## config.mk

```make
export PLATFORM = sky130hd
export DESIGN_NAME = frame_tx
export DESIGN_NICKNAME = d
export VERILOG_FILES = /design/src/rtl/frame_pkg.sv /design/src/rtl/bit_timer.sv /design/src/rtl/frame_tx.sv
export SDC_FILE = /design/constraint.sdc
export NUM_CORES = 1
export LEC_CHECK = 0
export CAP_MARGIN = 20
export CORE_MARGIN = 4
export CORE_UTILIZATION = 48
export DETAILED_ROUTE_END_ITERATION = 10
export PLACE_DENSITY = 0.73
export SLEW_MARGIN = 0
export SYNTH_ARGS = -nofsm -noshare
export SYNTH_HDL_FRONTEND = slang
export SYNTH_HIERARCHICAL = 1
export SYNTH_SLANG_ARGS = --single-unit
export TNS_END_PERCENT = 100
```

## constraint.sdc

```tcl
create_clock -name clk -period 1.8 [get_ports clk]
set_input_delay 0.36 -clock clk [delete_from_list [all_inputs] [get_ports clk]]
set_output_delay 0.36 -clock clk [all_outputs]
set_load 0.05 [all_outputs]
```

## src/rtl/frame_pkg.sv

```systemverilog
// frame_pkg: shared state encoding, line levels and frame-length helper for the framed serial link
package frame_pkg;
  typedef enum logic [2:0] {IDLE, START, DATA, PAR, STOP} state_t;
  localparam logic IDLE_LEVEL = 1'b1;
  localparam logic START_LEVEL = 1'b0;
  function automatic int frame_len(int data_w, int div, int parity_en);
    return (2 + data_w + parity_en) * div;
  endfunction
endpackage

```

## src/rtl/bit_timer.sv

```systemverilog
// bit_timer: DIV-cycle counter with synchronous clear, tick on the last cycle of each bit
module bit_timer
  import frame_pkg::*;
#(
  parameter int DIV = 4
) (
  input  logic clk,
  input  logic rst_n,
  input  logic clr,
  output logic tick
);
  localparam int CW = (DIV > 1) ? $clog2(DIV) : 1;
  logic [CW-1:0] cnt;
  assign tick = cnt == CW'(DIV - 1);
  always_ff @(posedge clk)
    if (!rst_n || clr) cnt <= '0;
    else cnt <= tick ? '0 : cnt + 1'b1;
endmodule

```

## src/rtl/frame_tx.sv

```systemverilog
// frame_tx: valid/ready word in, LSB-first start/data/even-parity/stop frame out on tx
module frame_tx
  import frame_pkg::*;
#(
  parameter int DATA_W    = 11,
  parameter int DIV       = 4,
  parameter int PARITY_EN = 1
) (
  input  logic              clk,
  input  logic              rst_n,
  input  logic [DATA_W-1:0] in_data,
  input  logic              in_valid,
  output logic              in_ready,
  output logic              tx,
  output logic              busy,
  output logic              done
);
  localparam int BW = $clog2(DATA_W + 1);
  state_t state, state_n;
  logic [DATA_W-1:0] sr;
  logic [BW-1:0] bit_cnt;
  logic par, tick, accept, last_bit;
  bit_timer #(.DIV(DIV)) u_timer (
    .clk(clk),
    .rst_n(rst_n),
    .clr(state == IDLE),
    .tick(tick)
  );
  assign accept = in_valid && in_ready;
  assign last_bit = bit_cnt == BW'(DATA_W - 1);
  assign in_ready = state == IDLE;
  assign busy = state != IDLE;
  assign done = state == STOP && tick;
  assign tx = state == START ? START_LEVEL : state == DATA ? sr[0] : state == PAR ? par : IDLE_LEVEL;
  always_comb begin
    state_n = state;
    case (state)
      IDLE:    state_n = accept ? START : IDLE;
      START:   state_n = tick ? DATA : START;
      DATA:    state_n = tick && last_bit ? (PARITY_EN != 0 ? PAR : STOP) : DATA;
      PAR:     state_n = tick ? STOP : PAR;
      STOP:    state_n = tick ? IDLE : STOP;
      default: state_n = IDLE;
    endcase
  end
  always_ff @(posedge clk)
    if (!rst_n) begin
      state <= IDLE;
      bit_cnt <= '0;
    end else begin
      state <= state_n;
      if (state == DATA && tick) bit_cnt <= last_bit ? '0 : bit_cnt + 1'b1;
    end
  always_ff @(posedge clk)
    if (accept) begin
      sr <= in_data;
      par <= ^in_data;
    end else if (state == DATA && tick) sr <= sr >> 1;
endmodule

```

==> impl_metrics.toml, run 1 <==
[outcome]
status = "complete, no violations"

[synthesis]
yosys.area_share.adder_pct = 1.15
yosys-top-cells-count = "edfxtp_1, mux2_2, dfxtp_1, xnor2_1, nand2_1"
yosysTopAreaCellShare_pct = 33.1
async_flop_share_pct = 0
synth_area_leaders = "edfxtp_1, dfxtp_1, mux2_2"
synth_fp_nets = 104
synth-simple-area-share_pct = 20.6
synth_top_family_by_area = "simple AND/OR/NAND/NOR gates"
syn_inst = 89
ys_seq_area_share_pct = 49.6
synth_cell_types = 31
synth_seq_cells = 21
synth_xor_area_share_pct = 9.64
synthFlopType = "edfxtp_1"
synth_edf_count = 12
synth_warnings = 6
yosys.area.top_type = "edfxtp_1"
muxShareOfSynthArea_pct = 10.3
avgSynthCellArea_um2 = 12.2
synth.most_common_cell = "edfxtp_1"
synth_compound_area_share_pct = 5.28
netlist_area_um2 = 1090

[timing]
fin_worst_skew_ns = 0.00695
fin_crit_sh_pct = 94.6
holdWs_ns = 0.465
max_freq_mhz = 588
tightest_slew_ns = 0.278
rsz0062_at_grt = "false"
finalSetupViolCount = 0
finalHoldViolations = 0
max-slew-margin-rel_pct = 81.4
slew_violations = 0
post-route-min-period_ns = 1.70

[worst_setup_path]
path_max_fanout = 9
critPathCaptureType = "output pin"
crit_path_top_delay_cell = "dfxtp_1"
crit_family = "flip-flops"
start_kind = "register"
crit_type = "reg -> out"
required_ns = 1.44
path_cells = "ha_2 > and3_1 > buf_12"
cp_num_buf_inv = 1
worstPathArrival_ns = 1.34
slowest_delay_ns = 0.38

[drt]
dr.pass1.iters = 4
drt_iter0_markers = 4
drc = 0
routed_wl_mm = 1.83
vias = 704
wire_per_inst_um = 13.4
ant_nets = 0
routed_via_density = 5.14

[grt]
grt-ovfl-total = 0
grt_pass1_vias = 674
grt_pass1_wl_mm = 3.16
antenna_found_initial = 0
grt_max_degree = 13
grt_usage_pct = 12.7

[cells_and_area]
drive_gt1_share_pct = 30.0
n_antenna_cell = 0
instances_no_fill = 137
fin_nets = 126
syn2layout_area_growth_pct = 23.8

[power_and_ir_drop]
p_leak_uw = 0.000475
peakVddDrop_mv = 0.501
power.density_nw_per_um2 = 726

[place]
place_inst = 131
port_buffers = 17
dp_hpwl_mm = 1.37
gp_congestion = 0.704

[clock_tree]
postCtsHoldBufs = 0
cts_buffers = 3
cts.reportedPaths.clkPinSlew_ns = 0.11
root_buffer = "clkbuf_4"
clk_latency_ns = 0.30
cts_tree = "done"
htreeDepth = 1
cts.sinks = 21
cts_max_path_buffers = 2

[die]
chipHeight_um = 55.7
dieArea_um2 = 3100
initial_core_util_pct = 52.9
io_pins = 18
die_width_um = 55.7
rows = 16
core_area_um2 = 2060

[job]
drv_cap = 0

[min_path]
hold_path_class = "reg -> reg"
## through the flow
stage	instance area, um2	util [%]	total power [uW]	setup WS, ns	setup TNS, ns
final	1350	65.4	979	0.0979	0
after CTS	1320	63.9	986	0.00856	0
after detailed placement	1280	62.3	768	-0.000891	-0.00461
after global routing	1350	65.4	1030	0.0000729	0
after floorplan	1090	-	704	-0.127	-2.20
after global placement	1280	62.3	766	0.0539	0
## worst min-delay path: cells and delay by family (launching register included)
family / cells / cell delay [ns]
compound gates: 1 / 0.05
flops: 1 / 0.33
simple gates: 1 / 0.05
## report_power, final
part           leakage [uW]  internal, uW  switching, uW  total [uW]
combinational      0.000268           111           87.3         198
sequential         0.000190           549           13.0         562
clock             0.0000177          82.6            137         220
## logic make-up (layout without fill, tap and decap cells)
kind of cell               count (synthesis)  count (layout)
AOI/OAI and AO/OA                         10              10
buffers and inverters                      4              25
and+or+nand+nor                           31              31
DFF                                       21              21
adders and majority gates                  1               1
muxes                                     10              10
xor gates and xnor gates                  12              12
## state kept, by name, summed over array words and instances (netlist names)
name and cells:
state 3, sr 11, bit_cnt 4, par 1, u_timer/cnt 2
## worst paths after layout
| kind | start | end | slack, ns | depth (start not counted) |
|---|---|---|---|---|
| hold / removal | bit_cnt[3]$_SDFFE_PN0P_ | bit_cnt[3]$_SDFFE_PN0P_ | 0.47 | 2 |
| setup / recovery | u_timer/cnt[0]$_SDFF_PP0_ | done | 0.1 | 3 |
| hold reg to reg | bit_cnt[3]$_SDFFE_PN0P_ | bit_cnt[3]$_SDFFE_PN0P_ | 0.47 | 2 |
| setup reg to reg | state[2]$_SDFF_PN0_ | sr[9]$_DFFE_PP_ | 0.29 | 3 |
## placed cells by master, fill, tap and decap left out, types with 2 or more instances in the layout
cell / n
clkdlybuf4s50_1: 13
edfxtp_1: 12
mux2_2: 10
xnor2_1: 9
dfxtp_1: 7
nand2_1: 5
a21oi_1: 4
buf_4: 4
xor2_1: 3
nor2b_1: 3
clkbuf_4: 3
and3_1: 2
nand4b_1: 2
o21ai_0: 2
and2_1: 2
and4bb_2: 2
nand2b_1: 2
nand3_1: 2
buf_12: 2
dfxtp_4: 2
## per-layer routing
layer | up-vias | track usage [%] | part of all wire (%)
li1 | 361 | - | -
met1 | 326 | 18.0 | 49
met2 | 15 | 19.3 | 45
met3 | 2 | 2.09 | 4.3
met4 | 0 | 5.21 | 1.0
met5 | - | 0 | 0
## area by class of cell
class	instances	area [um2]
clock buffer	3	22.5
clock inverter	1	5.00
fill	180	713
inverter	1	3.75
multi-input combinational	64	524
sequential	21	548
tap	27	33.8
timing repair buffer	20	211
## timing repair
item,4_1_cts,5_1_grt
endpoints found under the setup margin,1,2
buffers inserted,0,2
resized for setup,3,5
pin swaps,0,0
Power figures use the tool's default switching activity.
==> run 2, diff against run 1 <==
==> constraint.sdc (replaced) <==
create_clock -name clk -period 1.8 [get_ports clk]
set_input_delay 0.36 -clock clk [delete_from_list [all_inputs] [get_ports clk]]
set_output_delay 0.36 -clock clk [all_outputs]
set_load 0.005 [all_outputs]
==> run 2 against run 1 <==
Count of clock-buffer cells in the layout unchanged. Clock skew increased by 0.0072 ns. Sequential share of layout area decreased by 1.1 points. Non-clock buffer count increased by 5. Hold slack got worse by 0.0072 ns. Core utilization increased by 1.2 points. Combinational power decreased by 5%. Design area increased by 1.8%. Sequential power about the same. Highest routed layer unchanged.
==> impl_metrics.toml, run 2 (synthesis results as in run 1) <==
[cells_and_area]
largest_reg_flops = 11
n_antenna_cell = 0
final_common_cell = "clkdlybuf4s50_1"
top_register = "sr"
final_area_um2 = 1370
drive_gt1_share_pct = 30.2
mostFrequentLayoutCells = "clkdlybuf4s50_1, edfxtp_1, mux2_2"
fin_nets = 132
top_regs = "sr: 11 flops, bit_cnt: 4 flops, state: 3 flops"
fin_util_pct = 66.6
syn2layout_area_growth_pct = 25.9

[timing]
fin_crit_sh_pct = 94.3
rsz0062_at_grt = "false"
slew_violations = 0
tightest_slew_ns = 0.267
finalHoldViolations = 0
setup_ws_ns = 0.103
finalSetupViolCount = 0
max-slew-margin-rel_pct = 82.2
post-route-min-period_ns = 1.70
fin_worst_skew_ns = 0.0141
max_freq_mhz = 589

[clock_tree]
htreeDepth = 1
cts_max_path_buffers = 2
root_buffer = "clkbuf_4"
cts.reportedPaths.clkPinSlew_ns = 0.11
cts_tree = "done"
cts.sinks = 21
cts_buffers = 3
clk_latency_ns = 0.31

[drt]
route.met3.wl_um = 68
m1WireLength_um = 931
routed_via_density = 5.24
drt_iter0_markers = 4
route.met2.wl_um = 926
dr.pass1.iters = 3
highest_layer = "met4"
wire_per_inst_um = 13.7
ant_nets = 0
drc = 0
vias = 750
routed_wl_mm = 1.96

[worst_setup_path]
crit_family = "simple AND/OR/NAND/NOR gates"
r2r_slack_ns = 0.12
path_max_fanout = 2
required_ns = 1.44
crit_path_top_delay_cell = "dfxtp_2"
start_kind = "register"
crit_type = "reg -> out"
slowest_delay_ns = 0.33
cp_num_buf_inv = 2
critPathCaptureType = "output pin"
path_cells = "buf_4 > nor3b_2 > a21oi_1 > or2_4 > clkbuf_2"
worstPathArrival_ns = 1.34

[grt]
antenna_found_initial = 0
grt_pass1_wl_mm = 3.35
grt_pass1_vias = 728
grt_max_degree = 13
grt-ovfl-total = 0
grt_usage_pct = 13.6

[die]
dieArea_um2 = 3100
chipHeight_um = 55.7
initial_core_util_pct = 52.9
rows = 16
io_pins = 18
die_width_um = 55.7
core_area_um2 = 2060

[place]
placed_area_um2 = 1300
port_buffers = 17
pre_cts_ws_ns = 0.0230
dp_hpwl_mm = 1.37
gp_congestion = 0.732

[job]
drv_cap = 0

[power_and_ir_drop]
power.density_nw_per_um2 = 711
peakVddDrop_mv = 0.403
p_leak_uw = 0.000509

[min_path]
hold_path_class = "reg -> reg"

[outcome]
status = "complete, no violations"
[run 2: cell count changes in the layout (fill, tap and decap cells not counted), sizes merged]
cell / before / now
and2: 3 / 4
buf: 7 / 8
clkbuf: 3 / 4
dlygate4sd2: 0 / 3
[run 2: timing repair]
| action | 4_1_cts | 5_1_grt |
|---|---|---|
| hold buffers | 0 | 0 |
| cloned | 0 | 1 |
| setup endpoints to repair | 4 | 23 |
| setup buffers | 3 | 0 |
| pin swaps | 2 | 2 |
| gates resized for setup | 11 | 3 |
| hold endpoints to repair | 0 | 0 |
[run 2: path summary, 6_finish.rpt]
| check | endpoint | start | cells after the start |
|---|---|---|---|
| min | u_timer/cnt[0]$_SDFF_PP0_ | u_timer/cnt[0]$_SDFF_PP0_ | 1 |
| max reg2reg | sr[9]$_DFFE_PP_ | state[2]$_SDFF_PN0_ | 5 |
| max | tx | state[0]$_SDFF_PN0_ | 5 |
| min reg2reg | u_timer/cnt[0]$_SDFF_PP0_ | u_timer/cnt[0]$_SDFF_PP0_ | 1 |
[run 2: area by class of cell]
type,count,area [um2]
clock inverter,1,5.00
sequential,21,543
multi-input combinational,65,543
fill,178,689
inverter,1,3.75
clock buffer,3,22.5
timing repair buffer,25,221
tap,27,33.8
[run 2: through the flow]
step / cells / hold slack, ns / total power [uW] / setup TNS (ns)
floorplan: 89 / 0.421 / 681 / 0
global placement: 135 / 0.428 / 743 / 0
detailed placement: 135 / 0.440 / 746 / 0
CTS: 142 / 0.455 / 989 / -0.0255
global route: 143 / 0.476 / 1030 / 0
finish: 143 / 0.458 / 976 / 0
[run 2: where the power goes]
part / switching [uW] / internal, uW / total [uW] / leakage (uW)
Clock: 145 / 83.0 / 228 / 0.0000177
Combinational: 72.9 / 116 / 188 / 0.000302
Sequential: 9.26 / 550 / 560 / 0.000189
Total: 227 / 749 / 976 / 0.000509
[run 2: layer usage]
layer	up-vias	track usage, %
met1	358	18.7
met2	13	20.1
li1	375	-
met4	0	7.29
met3	4	2.55
met5	-	0
==> run 3, diff against run 2 <==
TNS_END_PERCENT = not set   (was 100)
==> results of run 3 <==
Same layout as run 2: the final DEF is identical, and so are final timing and power.
